===== src/rtl/sdram_arb_pkg.sv =====
// Shared types and constants for the SDRAM port arbiter: FSM state encoding,
// served-side tag, the controller burst length and the linear address width.
package sdram_arb_pkg;

  // Must track SC_BL of the sdram_control build.
  localparam int SC_BL = 8;

  typedef enum logic [1:0] {
    ST_IDLE     = 2'd0,
    ST_WR_BURST = 2'd1,
    ST_RD_BURST = 2'd2
  } arb_state_t;

  typedef enum logic {
    SIDE_WRITE = 1'b0,
    SIDE_READ  = 1'b1
  } side_t;

  function automatic int addr_width(input int bank_bits, input int row_bits, input int col_bits);
    return bank_bits + row_bits + col_bits;
  endfunction

endpackage


===== src/rtl/sdram_port_arbiter_if.sv =====
// Signal bundle between the arbiter, the FIFO-side requesters and sdram_control.
// dbg_state mirrors the arbiter FSM for checkers.
interface sdram_port_arbiter_if #(
  parameter int ROW_BITS  = 13,
  parameter int BANK_BITS = 2
) ();
  import sdram_arb_pkg::*;

  // Handshake: Wr_req/Rd_req are levels sampled only in IDLE; Sdr_wr/Sdr_rd are
  // levels held with a stable address until the matching *_data_done pulse,
  // then drop for at least one cycle while *_burst_done pulses once.
  logic                 Wr_req;
  logic                 Rd_req;
  logic                 Wr_addr_clr;
  logic                 Rd_addr_clr;
  logic                 Wr_busy;
  logic                 Rd_busy;
  logic                 Wr_burst_done;
  logic                 Rd_burst_done;
  logic                 Sdr_wr;
  logic                 Sdr_rd;
  logic [ROW_BITS-1:0]  Sdr_caddr;
  logic [ROW_BITS-1:0]  Sdr_raddr;
  logic [BANK_BITS-1:0] Sdr_baddr;
  logic                 Sdr_wdata_done;
  logic                 Sdr_rdata_done;
  arb_state_t           dbg_state;

  modport master (
    input  Wr_req, Rd_req, Wr_addr_clr, Rd_addr_clr, Sdr_wdata_done, Sdr_rdata_done,
    output Wr_busy, Rd_busy, Wr_burst_done, Rd_burst_done,
    output Sdr_wr, Sdr_rd, Sdr_caddr, Sdr_raddr, Sdr_baddr, dbg_state
  );

  modport slave (
    output Wr_req, Rd_req, Wr_addr_clr, Rd_addr_clr, Sdr_wdata_done, Sdr_rdata_done,
    input  Wr_busy, Rd_busy, Wr_burst_done, Rd_burst_done,
    input  Sdr_wr, Sdr_rd, Sdr_caddr, Sdr_raddr, Sdr_baddr, dbg_state
  );

endinterface


===== src/rtl/sdram_burst_addr_gen.sv =====
// Wrap-around linear burst pointer for one requester, with deferred clear
// and {bank, row, col} split of the address the next burst will use.
module sdram_burst_addr_gen
  import sdram_arb_pkg::*;
#(
  parameter int          BURST_LEN = SC_BL,
  parameter int          COL_BITS  = 9,
  parameter int          ROW_BITS  = 13,
  parameter int          BANK_BITS = 2,
  parameter int unsigned BASE_ADDR = 0,
  parameter int unsigned END_ADDR  = 24'h0FFFFF
) (
  input  logic                 clk,
  input  logic                 rst,
  input  logic                 clr,
  input  logic                 in_burst,
  input  logic                 done,
  output logic [ROW_BITS-1:0]  caddr,
  output logic [ROW_BITS-1:0]  raddr,
  output logic [BANK_BITS-1:0] baddr
);

  localparam int AW = addr_width(BANK_BITS, ROW_BITS, COL_BITS);
  localparam logic [AW-1:0] BASE_A = AW'(BASE_ADDR);

  logic [AW-1:0] ptr_q;
  logic [AW-1:0] sel_addr;
  logic [AW-1:0] adv_addr;
  logic [AW:0]   sum;
  logic          clr_pend_q;

  // A clear outside our own burst takes effect on the very next grant.
  always_comb begin
    sel_addr = (clr && !in_burst) ? BASE_A : ptr_q;
    sum      = {1'b0, ptr_q} + (AW+1)'(BURST_LEN);
    adv_addr = (sum > (AW+1)'(END_ADDR)) ? BASE_A : sum[AW-1:0];
  end

  always_ff @(posedge clk) begin
    if (rst) begin
      ptr_q      <= BASE_A;
      clr_pend_q <= 1'b0;
    end else if (done) begin
      ptr_q      <= (clr || clr_pend_q) ? BASE_A : adv_addr;
      clr_pend_q <= 1'b0;
    end else if (clr) begin
      if (in_burst) clr_pend_q <= 1'b1;
      else          ptr_q      <= BASE_A;
    end
  end

  assign caddr = ROW_BITS'(sel_addr[COL_BITS-1:0]);
  assign raddr = sel_addr[COL_BITS +: ROW_BITS];
  assign baddr = sel_addr[AW-1 -: BANK_BITS];

endmodule


===== src/rtl/sdram_port_arbiter.sv =====
// Burst scheduler sharing one sdram_control between write and read FIFO sides.
// Define SDRAM_ARB_RR_EN for round-robin ties; default is fixed write priority.
module sdram_port_arbiter
  import sdram_arb_pkg::*;
#(
  parameter int          BURST_LEN = SC_BL,
  parameter int          COL_BITS  = 9,
  parameter int          ROW_BITS  = 13,
  parameter int          BANK_BITS = 2,
  parameter int unsigned WR_BASE   = 0,
  parameter int unsigned WR_END    = 24'h0FFFFF,
  parameter int unsigned RD_BASE   = 0,
  parameter int unsigned RD_END    = 24'h0FFFFF
) (
  input logic                  Clk,
  input logic                  Rst,
  sdram_port_arbiter_if.master bus
);

  arb_state_t           state_q, next_state;
  logic                 wr_q, rd_q, wr_n, rd_n;
  logic                 wdone_q, rdone_q, wdone_n, rdone_n;
  logic [ROW_BITS-1:0]  caddr_q, raddr_q, caddr_n, raddr_n;
  logic [BANK_BITS-1:0] baddr_q, baddr_n;
  logic [ROW_BITS-1:0]  wr_caddr, wr_raddr, rd_caddr, rd_raddr;
  logic [BANK_BITS-1:0] wr_baddr, rd_baddr;
  logic                 in_wr, in_rd, grant_wr, grant_rd;

  assign in_wr = (state_q == ST_WR_BURST);
  assign in_rd = (state_q == ST_RD_BURST);

  sdram_burst_addr_gen #(
    .BURST_LEN(BURST_LEN), .COL_BITS(COL_BITS), .ROW_BITS(ROW_BITS),
    .BANK_BITS(BANK_BITS), .BASE_ADDR(WR_BASE), .END_ADDR(WR_END)
  ) u_wr_addr (
    .clk(Clk), .rst(Rst), .clr(bus.Wr_addr_clr), .in_burst(in_wr),
    .done(in_wr && bus.Sdr_wdata_done),
    .caddr(wr_caddr), .raddr(wr_raddr), .baddr(wr_baddr)
  );

  sdram_burst_addr_gen #(
    .BURST_LEN(BURST_LEN), .COL_BITS(COL_BITS), .ROW_BITS(ROW_BITS),
    .BANK_BITS(BANK_BITS), .BASE_ADDR(RD_BASE), .END_ADDR(RD_END)
  ) u_rd_addr (
    .clk(Clk), .rst(Rst), .clr(bus.Rd_addr_clr), .in_burst(in_rd),
    .done(in_rd && bus.Sdr_rdata_done),
    .caddr(rd_caddr), .raddr(rd_raddr), .baddr(rd_baddr)
  );

`ifdef SDRAM_ARB_RR_EN
  side_t last_q;

  always_ff @(posedge Clk) begin
    if (Rst)                              last_q <= SIDE_READ;
    else if (in_wr && bus.Sdr_wdata_done) last_q <= SIDE_WRITE;
    else if (in_rd && bus.Sdr_rdata_done) last_q <= SIDE_READ;
  end

  assign grant_wr = bus.Wr_req && (!bus.Rd_req || last_q == SIDE_READ);
`else
  assign grant_wr = bus.Wr_req;
`endif
  assign grant_rd = bus.Rd_req && !grant_wr;

  always_comb begin
    next_state = state_q;
    wr_n       = 1'b0;
    rd_n       = 1'b0;
    wdone_n    = 1'b0;
    rdone_n    = 1'b0;
    caddr_n    = caddr_q;
    raddr_n    = raddr_q;
    baddr_n    = baddr_q;
    unique case (state_q)
      ST_IDLE: begin
        caddr_n = '0;
        raddr_n = '0;
        baddr_n = '0;
        if (grant_wr) begin
          next_state = ST_WR_BURST;
          wr_n       = 1'b1;
          caddr_n    = wr_caddr;
          raddr_n    = wr_raddr;
          baddr_n    = wr_baddr;
        end else if (grant_rd) begin
          next_state = ST_RD_BURST;
          rd_n       = 1'b1;
          caddr_n    = rd_caddr;
          raddr_n    = rd_raddr;
          baddr_n    = rd_baddr;
        end
      end
      ST_WR_BURST: begin
        if (bus.Sdr_wdata_done) begin
          next_state = ST_IDLE;
          wdone_n    = 1'b1;
          caddr_n    = '0;
          raddr_n    = '0;
          baddr_n    = '0;
        end else begin
          wr_n = 1'b1;
        end
      end
      ST_RD_BURST: begin
        if (bus.Sdr_rdata_done) begin
          next_state = ST_IDLE;
          rdone_n    = 1'b1;
          caddr_n    = '0;
          raddr_n    = '0;
          baddr_n    = '0;
        end else begin
          rd_n = 1'b1;
        end
      end
      default: next_state = ST_IDLE;
    endcase
  end

  always_ff @(posedge Clk) begin
    if (Rst) begin
      state_q <= ST_IDLE;
      wr_q    <= 1'b0;
      rd_q    <= 1'b0;
      wdone_q <= 1'b0;
      rdone_q <= 1'b0;
      caddr_q <= '0;
      raddr_q <= '0;
      baddr_q <= '0;
    end else begin
      state_q <= next_state;
      wr_q    <= wr_n;
      rd_q    <= rd_n;
      wdone_q <= wdone_n;
      rdone_q <= rdone_n;
      caddr_q <= caddr_n;
      raddr_q <= raddr_n;
      baddr_q <= baddr_n;
    end
  end

  // Busy and the controller request are the same registered level.
  assign bus.Sdr_wr        = wr_q;
  assign bus.Sdr_rd        = rd_q;
  assign bus.Wr_busy       = wr_q;
  assign bus.Rd_busy       = rd_q;
  assign bus.Wr_burst_done = wdone_q;
  assign bus.Rd_burst_done = rdone_q;
  assign bus.Sdr_caddr     = caddr_q;
  assign bus.Sdr_raddr     = raddr_q;
  assign bus.Sdr_baddr     = baddr_q;
  assign bus.dbg_state     = state_q;

endmodule


===== src/flat_wrapper.sv =====
// flat-port wrapper written by rule: the top's interface ports become plain ports
module sdram_port_arbiter_flat import sdram_arb_pkg::*;
#(
  parameter int          BURST_LEN = SC_BL,
  parameter int          COL_BITS  = 9,
  parameter int          ROW_BITS  = 13,
  parameter int          BANK_BITS = 2,
  parameter int unsigned WR_BASE   = 0,
  parameter int unsigned WR_END    = 24'h0FFFFF,
  parameter int unsigned RD_BASE   = 0,
  parameter int unsigned RD_END    = 24'h0FFFFF
)
  (Clk, Rst, bus_Wr_req, bus_Rd_req, bus_Wr_addr_clr, bus_Rd_addr_clr, bus_Sdr_wdata_done, bus_Sdr_rdata_done, bus_Wr_busy, bus_Rd_busy, bus_Wr_burst_done, bus_Rd_burst_done, bus_Sdr_wr, bus_Sdr_rd, bus_Sdr_caddr, bus_Sdr_raddr, bus_Sdr_baddr, bus_dbg_state);
  sdram_port_arbiter_if #(.ROW_BITS(ROW_BITS), .BANK_BITS(BANK_BITS)) bus_i ();
  input logic Clk;
  input logic Rst;
  input wire logic [$bits(bus_i.Wr_req)-1:0] bus_Wr_req;
  input wire logic [$bits(bus_i.Rd_req)-1:0] bus_Rd_req;
  input wire logic [$bits(bus_i.Wr_addr_clr)-1:0] bus_Wr_addr_clr;
  input wire logic [$bits(bus_i.Rd_addr_clr)-1:0] bus_Rd_addr_clr;
  input wire logic [$bits(bus_i.Sdr_wdata_done)-1:0] bus_Sdr_wdata_done;
  input wire logic [$bits(bus_i.Sdr_rdata_done)-1:0] bus_Sdr_rdata_done;
  output wire logic [$bits(bus_i.Wr_busy)-1:0] bus_Wr_busy;
  output wire logic [$bits(bus_i.Rd_busy)-1:0] bus_Rd_busy;
  output wire logic [$bits(bus_i.Wr_burst_done)-1:0] bus_Wr_burst_done;
  output wire logic [$bits(bus_i.Rd_burst_done)-1:0] bus_Rd_burst_done;
  output wire logic [$bits(bus_i.Sdr_wr)-1:0] bus_Sdr_wr;
  output wire logic [$bits(bus_i.Sdr_rd)-1:0] bus_Sdr_rd;
  output wire logic [$bits(bus_i.Sdr_caddr)-1:0] bus_Sdr_caddr;
  output wire logic [$bits(bus_i.Sdr_raddr)-1:0] bus_Sdr_raddr;
  output wire logic [$bits(bus_i.Sdr_baddr)-1:0] bus_Sdr_baddr;
  output wire logic [$bits(bus_i.dbg_state)-1:0] bus_dbg_state;
  assign bus_i.Wr_req = bus_Wr_req;
  assign bus_i.Rd_req = bus_Rd_req;
  assign bus_i.Wr_addr_clr = bus_Wr_addr_clr;
  assign bus_i.Rd_addr_clr = bus_Rd_addr_clr;
  assign bus_i.Sdr_wdata_done = bus_Sdr_wdata_done;
  assign bus_i.Sdr_rdata_done = bus_Sdr_rdata_done;
  assign bus_Wr_busy = bus_i.Wr_busy;
  assign bus_Rd_busy = bus_i.Rd_busy;
  assign bus_Wr_burst_done = bus_i.Wr_burst_done;
  assign bus_Rd_burst_done = bus_i.Rd_burst_done;
  assign bus_Sdr_wr = bus_i.Sdr_wr;
  assign bus_Sdr_rd = bus_i.Sdr_rd;
  assign bus_Sdr_caddr = bus_i.Sdr_caddr;
  assign bus_Sdr_raddr = bus_i.Sdr_raddr;
  assign bus_Sdr_baddr = bus_i.Sdr_baddr;
  assign bus_dbg_state = bus_i.dbg_state;
  sdram_port_arbiter #(.BURST_LEN(BURST_LEN), .COL_BITS(COL_BITS), .ROW_BITS(ROW_BITS), .BANK_BITS(BANK_BITS), .WR_BASE(WR_BASE), .WR_END(WR_END), .RD_BASE(RD_BASE), .RD_END(RD_END)) u_core (.Clk(Clk), .Rst(Rst), .bus(bus_i));
endmodule

===== config.mk =====
export PLATFORM = sky130hd
export DESIGN_NAME = sdram_port_arbiter_flat
export DESIGN_NICKNAME = d
export VERILOG_FILES = /design/src/rtl/sdram_arb_pkg.sv /design/src/rtl/sdram_port_arbiter_if.sv /design/src/rtl/sdram_burst_addr_gen.sv /design/src/rtl/sdram_port_arbiter.sv /design/src/flat_wrapper.sv
export SDC_FILE = /design/constraint.sdc
export NUM_CORES = 1
export LEC_CHECK = 0
export CORE_MARGIN = 2
export CORE_UTILIZATION = 50
export DETAILED_ROUTE_END_ITERATION = 12
export PLACE_DENSITY = 0.87
export SLEW_MARGIN = 25
export SYNTH_ARGS = -nofsm -noshare
export SYNTH_HDL_FRONTEND = slang
export SYNTH_SLANG_ARGS = --single-unit

===== constraint.sdc =====
create_clock -name Clk -period 2.2 [get_ports Clk]
set_clock_uncertainty 0.1 [all_clocks]
set_input_delay 0.44 -clock Clk [delete_from_list [all_inputs] [get_ports Clk]]
set_output_delay 0.44 -clock Clk [all_outputs]
set_load 0.01 [all_outputs]

Word-level counts from Yosys, hierarchy flattened
Index checks and enable logic that the tools add are counted.
- register bits: 84
- input port bits: 8
- reduce and logical (&&, ||, !) cells: 24
- mux-type cells: 37
- bitwise logic cells: 2
- $lt $le $gt $ge: 2
- eq/ne operators: 7
- add/sub/neg operators: 2
- operator list (cell ; number):
    24-bit 2-to-1 mux ; 12
    13-bit case mux with 3 select lines ; 2
    13-bit 2-to-1 mux ; 5
    24-bit by 4-bit adder with 25-bit output, second input constant ; 2
    25-bit by 20-bit greater-than comparator with 1-bit output, second input constant ; 2
    2-bit 2-to-1 mux ; 6
    2-bit case mux with 3 select lines ; 2
    9-bit 2-to-1 mux ; 1
    2-bit != test, second input constant ; 4
    2-bit AND reduction ; 4
    2-bit OR reduction ; 4
    1-bit 2-to-1 mux ; 7
    3-bit AND reduction ; 2
    1-bit logical AND ; 5
    1-bit case mux with 2 select lines ; 2
    2-bit nonzero test ; 2
    1-bit zero test ; 3
    3-bit by 2-bit != test with 1-bit output, second input constant ; 1
    3-bit nonzero test ; 1
    2-bit by 1-bit == test with 1-bit output, second input constant ; 1
    2-bit == test, second input constant ; 1
    2-bit zero test ; 1
    1-bit logical OR ; 2
    1-bit NOT ; 2

Longest topological paths before layout
- word-level depth: 7
- depth in mapped cells: 10

Modules after synthesis
Synthesis repeated with hierarchy kept, for this count alone.
- cell total of the unflattened synthesis: 518
- area, all modules: 4225.3 um^2
- by module, submodules not included (module ; cells an instance ; instances ; area an instance (um^2)):
    sdram_burst_addr_gen ; 165 ; 2 ; 1313.8
    sdram_port_arbiter ; 188 ; 1 ; 1597.8

Least setup slack after synthesis
No wires, ideal clock.
- path type: register -> register
- from: reg u_core.u_wr_addr.ptr_q[3]
- to: reg u_core.u_wr_addr.ptr_q[12]
- path slack: -0.143 ns
- data required time: 2.028 ns
- setup time: 0.072 ns
- arrival: 2.171 ns
- path buffers: 2
- stages on the path, launching flop included: 11
- cell sequence: dfxtp_1 -> ha_1 -> nand4_1 -> nor2_1 -> and4_1 -> o221ai_1 -> nor3_1 -> buf_2 -> buf_2 -> nand3_1 -> mux2i_1
- longest elaborated chain between the ends: 5
- ends and longest elaborated chain (element ; line ; source):
    from (decl) ; sdram_burst_addr_gen.sv:26 ; logic [AW-1:0] ptr_q;
    from (signal assigned) ; sdram_burst_addr_gen.sv:44 ; ptr_q <= (clr || clr_pend_q) ? BASE_A : adv_addr;
    24-bit by 4-bit adder with 25-bit output * ; sdram_burst_addr_gen.sv:35 ; sum = {1'b0, ptr_q} + (AW+1)'(BURST_LEN);
    25-bit by 20-bit greater-than comparator with 1-bit output ; sdram_burst_addr_gen.sv:36 ; adv_addr = (sum > (AW+1)'(END_ADDR)) ? BASE_A : sum[AW-1:0];
    24-bit 2-to-1 mux * ; sdram_burst_addr_gen.sv:36 ;
    24-bit 2-to-1 mux * ; sdram_burst_addr_gen.sv:44 ;
    24-bit 2-to-1 mux * ; sdram_burst_addr_gen.sv:43 ; end else if (done) begin
Every way passes the cells marked *; elsewhere a longest branch is shown, timed or not.
A chain may end at the register's enable or synchronous reset.

Final worst setup path
- from: reg u_core.u_rd_addr.ptr_q[12]
- to: reg u_core.u_rd_addr.ptr_q[16]
- longest elaborated chain between the ends: 5
- ends and longest elaborated chain (element ; line):
    from (decl) ; sdram_burst_addr_gen.sv:26
    from (signal assigned) ; sdram_burst_addr_gen.sv:44
    24-bit by 4-bit adder with 25-bit output * ; sdram_burst_addr_gen.sv:35
    25-bit by 20-bit greater-than comparator with 1-bit output ; sdram_burst_addr_gen.sv:36
    24-bit 2-to-1 mux * ; sdram_burst_addr_gen.sv:36
    24-bit 2-to-1 mux * ; sdram_burst_addr_gen.sv:44
    24-bit 2-to-1 mux * ; sdram_burst_addr_gen.sv:43
Marked as above.

==> flow_summary.toml <==
[status]
status = "finished, violations left"
violations = "setup timing"

[synth]
synth_mux_area_share_pct = 3.04
synth_top_family_by_area = "simple AND/OR/NAND/NOR gates"
synth_area_leaders = "dfxtp_1 (41%), a22o_1 (5.5%), nor2_1 (5.2%)"
syn-instance-count = 406
yosys_warnings = 0
synth-simple-area-share_pct = 25.4
synthAdderAreaFrac_pct = 1.79
synth_edf_count = 0
netlist-cell-type-count = 51
synth_xor_area_share_pct = 1.50
synth_area_leader_cell = "dfxtp_1"
async_flop_share_pct = 0
synth_compound_area_share_pct = 20.9
avgSynthCellArea_um2 = 8.61
yosysMostFrequentCell = "dfxtp_1"
synth_commonest_cells = "dfxtp_1 (72), nor2_1 (48), nand2_1 (32)"
synth-seq-area-share_pct = 41.2
ys_ff_latch = 72
synth_top_area_share_pct = 41.2
yosys_most_used_dff = "dfxtp_1"
syn-cell-area_mm2 = 0.00350

[sta]
max_freq_mhz = 430
fin_ws_ps = -128
rsz0062_at_grt = "yes"
hold_violations = 0
fin_hold_ws_ps = 396
layout_worst_path_cycle_share_pct = 106
slew_headroom_pct = 58.1
period_needed_ps = 2330
slew_viol_final = 0
worst_pin_slew_ps = 626
setup_violations = 20

[detailed_routing]
finalWirelength_um = 11100
drt_iter0_drc = 239
vias = 3587
drcViolationCount = 0
viasPerCell = 5.84
firstDrtPassIters = 5
ant_nets = 0
post_drt_wl_per_cell_um = 18.0

[pwr]
peakVddDrop_uv = 456
power_density_mw_per_mm2 = 562
leakage_nw = 1.93
power.total_mw = 2.82

[placed_design]
dpl.hpwl_um = 7060
numPlacedInstances = 586
routabilityCongestion = 0.864
port_buffers = 39
postPlaceCellArea_mm2 = 0.00452

[global_route]
grt_pass1_vias = 3469
grt_start_max_net_pins = 29
grt_pass1_wl_um = 16600
grt.overflow.total = 0
grt_usage_pct = 28.3
antenna_found_initial = 0

[layout]
drive_gt1_share_pct = 30.7
design_area_mm2 = 0.00502
stdcell_count = 614
syn2layout_area_growth_pct = 43.5
post-route-util_pct = 73.8
n_antenna_cell = 0
nFillCells = 424
finalNetCount = 526

[cts]
cts_tree = "built"
clkTransAtPathRegs_ps = 70
htree_levels = 3
cts_hold_buf = 0
clk_latency_ps = 360
numCtsBuffers = 9
cts_root_buf = "clkbuf_8"
cts.sinks = 72
cts.path.max_buffers = 2

[die]
die_h_um = 87.6
fp.dieArea_mm2 = 0.00768
start_util_pct = 51.5
num_rows = 30
pin_count = 44
die_w_um = 87.6
core_mm2 = 0.00679

[hold_path]
min_path_type = "reg2reg"
holdPathStages = 1
hold_path_end = "u_core.u_wr_addr.ptr_q[5]$_SDFFE_PP0P_"
min_from = "u_core.u_wr_addr.ptr_q[5]$_SDFFE_PP0P_"

[setup_path]
rrSetupSlack_ps = -130
r2r-end = "u_core.u_rd_addr.ptr_q[16]$_SDFFE_PP0P_"
required_ps = 2360
worstSetupPathType = "reg2reg"
r2r-start = "u_core.u_rd_addr.ptr_q[12]$_SDFFE_PP0P_"
cp-end-kind = "flop"
r2r.worst_path.cells = 9
critical_path.startpoint_type = "flop"
cp.arrival_ps = 2490
cp_max_fo = 6

[run]
drv_cap = 0
-- report_power, final --
| part | internal [mW] | switching (mW) |
|---|---|---|
| Combinational | 0.146 | 0.207 |
| Clock | 0.669 | 0.480 |
| Sequential | 1.31 | 0.00694 |
-- per-layer routing --
layer	track usage [%]	part of all wire (%)	up-vias
met5	0	0	-
li1	-	-	1684
met4	13.0	4.3	0
met2	47.5	51	124
met1	33.3	39	1730
met3	8.20	6.3	49
-- cells in the final DEF, fill, tap and decap left out, types with 7 or more instances in the layout --
cell | netlist | final
dfxtp_2 | 0 | 10
nand3_1 | 29 | 22
and3_1 | 8 | 7
nand4_1 | 8 | 8
dfxtp_1 | 72 | 58
buf_4 | 9 | 80
a22oi_1 | 23 | 23
a221o_1 | 7 | 7
clkdlybuf4s50_1 | 0 | 39
mux2i_1 | 8 | 7
a21oi_1 | 19 | 17
nor2_1 | 48 | 46
nand2_1 | 32 | 30
a22o_1 | 22 | 22
and2_1 | 13 | 12
clkbuf_8 | 0 | 10
inv_1 | 10 | 10
-- through the flow --
stage                     worst slack [ps]  TNS, ps
after detailed placement              -347    -8760
after floorplan                       4.37        0
after global routing                  -273    -4930
after global placement                -258    -5150
after CTS                            -41.6    -96.3
final                                 -128    -1120
-- area by class of cell --
class / count / area, um^2 / share of cell area [%]
flip-flops and latches: 72 / 1470 / 29.3
well taps: 96 / 120 / 2.39
inverters: 10 / 37.5 / 0.748
repair buffers: 126 / 1100 / 22.0
clock inverters: 3 / 65.1 / 1.30
clock buffers: 13 / 149 / 2.97
multi-input cells: 294 / 2070 / 41.3
-- state kept, by name, summed over array words and instances (netlist names) --
register	flops
u_core.bus.Wr_burst_done	1
u_core.bus.Sdr_baddr	2
u_core.u_wr_addr.clr_pend_q	1
u_core.u_rd_addr.clr_pend_q	1
u_core.u_rd_addr.ptr_q	21
u_core.bus.Rd_busy	1
u_core.u_wr_addr.ptr_q	21
u_core.bus.dbg_state	2
u_core.bus.Sdr_raddr	13
u_core.bus.Sdr_wr	1
u_core.bus.Rd_burst_done	1
u_core.bus.Sdr_caddr	7
-- worst max-delay path by stage --
stage	from	to	slack (ps)	cells past startpoint
CTS	u_core.u_rd_addr.ptr_q[3]$_SDFFE_PP0P_	u_core.u_rd_addr.ptr_q[19]$_SDFFE_PP0P_	-40	9
detailed placement	bus_Sdr_wdata_done	u_core.u_wr_addr.ptr_q[20]$_SDFFE_PP0P_	-350	6
floorplan	u_core.u_rd_addr.ptr_q[7]$_SDFFE_PP0P_	u_core.u_rd_addr.ptr_q[19]$_SDFFE_PP0P_	4	8
global placement	bus_Sdr_wdata_done	u_core.u_wr_addr.ptr_q[19]$_SDFFE_PP0P_	-260	7
finish	u_core.u_rd_addr.ptr_q[12]$_SDFFE_PP0P_	u_core.u_rd_addr.ptr_q[16]$_SDFFE_PP0P_	-130	9
global route	u_core.u_rd_addr.ptr_q[12]$_SDFFE_PP0P_	u_core.u_rd_addr.ptr_q[16]$_SDFFE_PP0P_	-270	9
-- logic make-up after synthesis --
| logic type | after synthesis |
|---|---|
| buffers and inverters | 43 |
| AO/OA/AOI/OAI | 98 |
| AND/OR/NAND/NOR | 171 |
| flip-flops | 72 |
| multiplexers | 10 |
| adder cells (fa/ha/maj) | 5 |
| XOR/XNOR | 6 |
| other | 1 |
-- critical path: stages, from the launching register on --
cell,delay (ps)
dfxtp_4,360
nand3_4,90
nor4_4,300
nand4_1,150
mux2_4,340
buf_4,150
nor3_4,180
nand2b_1,130
buf_6,160
o311ai_1,240
-- repair_timing --
item / 4_1_cts / 5_1_grt
buffers inserted: 7 / 4
resized for setup: 30 / 20
pin swaps: 14 / 6
cloned: 1 / 0
endpoints found under the setup margin: 30 / 51
Note: power is estimated with default switching activity, not from simulation.
==> RTL edit 1 (same flow settings) <==
The option `SDRAM_ARB_RR_EN` is turned on by a define.
--- a/src/rtl/sdram_port_arbiter.sv
+++ b/src/rtl/sdram_port_arbiter.sv
@@ -1,4 +1,6 @@
 // Burst scheduler sharing one sdram_control between write and read FIFO sides.
 // Define SDRAM_ARB_RR_EN for round-robin ties; default is fixed write priority.
+`define SDRAM_ARB_RR_EN
+
 module sdram_port_arbiter
   import sdram_arb_pkg::*;
Function: changed (a bounded check fails within 4 cycles, from zero or initial values and one cycle with Rst high).
==> RTL edit 1 against the unedited design <==
  * The run still ends with setup timing left
  * Synthesized area rose by 1.8%
  * Total power is 8.7% higher
  * Wire length grew 17%
  * Worst setup slack worse by 150 ps
  * Via count increased by 16%
  * Sequential cell count up 1
  * Design area increased by 6.0%
  * Utilization grew 4.0 points
  * Critical endpoint is now u_core.u_wr_addr.ptr_q[13]$_SDFFE_PP0P_
  * Largest power group unchanged
==> RTL edit 1: results (changes against the unedited design) <==
outcome:
  status: "finished, violations left"
  violations: "setup timing"
global_route:
  grt_use_met3_pct: 6.53  # -1.7 points
  grt_pass1_wl_mm: 19.2  # +15%
  grt_max_degree: 39  # +34%
  grt_pass1_vias: 3984  # +15%
cells_and_area:
  fin_nets: 567  # +7.8%
  fillers: 421  # -0.71%
  drive_above_1_share_pct: 32.4  # +1.7 points
critical_path:
  worstPathArrival_ps: 2660  # +170 ps
  worst-path-max-fanout: 5  # -1
power_and_ir_drop:
  intPower_w: 0.00230  # +8.1%
  p_clk_share_pct: 43.4  # +2.6 points
  peakVddDrop_mv: 0.352  # -23%
  p_leak_nw: 2.13  # +10%
clocking:
  postCtsSetupRepairBufs: 2  # -5
timing:
  worst_slack_ps: -276  # -148 ps
  setup_viol: 18  # -10%
  worst_slew_margin_rel_pct: 52.8  # -5.2 points
logic_synthesis:
  ys_seq_area_share_pct: 41.1  # -0.15 points
  synthXorXnorAreaFrac_pct: 2.71  # +1.2 points
  netlist_top_cells_count: "dfxtp_1, nand2_1, nor2_1"
  synth_area_leaders: "dfxtp_1, a22o_1, nand3_1, nand2_1, nor2_1"
  synth_area_per_cell_sq_um: 8.28  # -3.9%
place:
  dp_cells: 628  # +7.2%
  placed_area_sq_um: 4710  # +4.3%
worst_hold_path:
  holdPathEnd: "u_core.bus.Sdr_raddr[5]$_SDFFE_PP0P_"
  hold_start: "u_core.bus.Sdr_raddr[5]$_SDFFE_PP0P_"
detailed_routing:
  drt-wirelength-per-cell_um: 19.8  # +10%
  dr.pass1.iters: 6  # +1
  drt_iter0_markers: 414  # +73%
-- RTL edit 1: cell count changes after synthesis, moves of 7 or more --
cell,change
a221o_1,-7
nand2_1,+15
o21ai_1,+14
mux2i_1,-8
nand3_1,+8
a21oi_1,-9
-- RTL edit 1: per-layer routing --
layer / part of all wire, % / wire [um]
met1: 36 / 4690
met2: 48 / 6260
met3: 8.8 / 1140
met4: 6.8 / 879
met5: 0 / 0
-- RTL edit 1: layout make-up --
| cell class | instances | area (sq um) | share of cell area (%) |
|---|---|---|---|
| multi-input combinational | 321 | 2200 | 41.3 |
| sequential | 73 | 1480 | 27.8 |
| timing repair buffer | 143 | 1250 | 23.4 |
| clock buffer | 13 | 190 | 3.57 |
| tap | 96 | 120 | 2.26 |
| clock inverter | 3 | 67.6 | 1.27 |
| inverter | 6 | 22.5 | 0.423 |
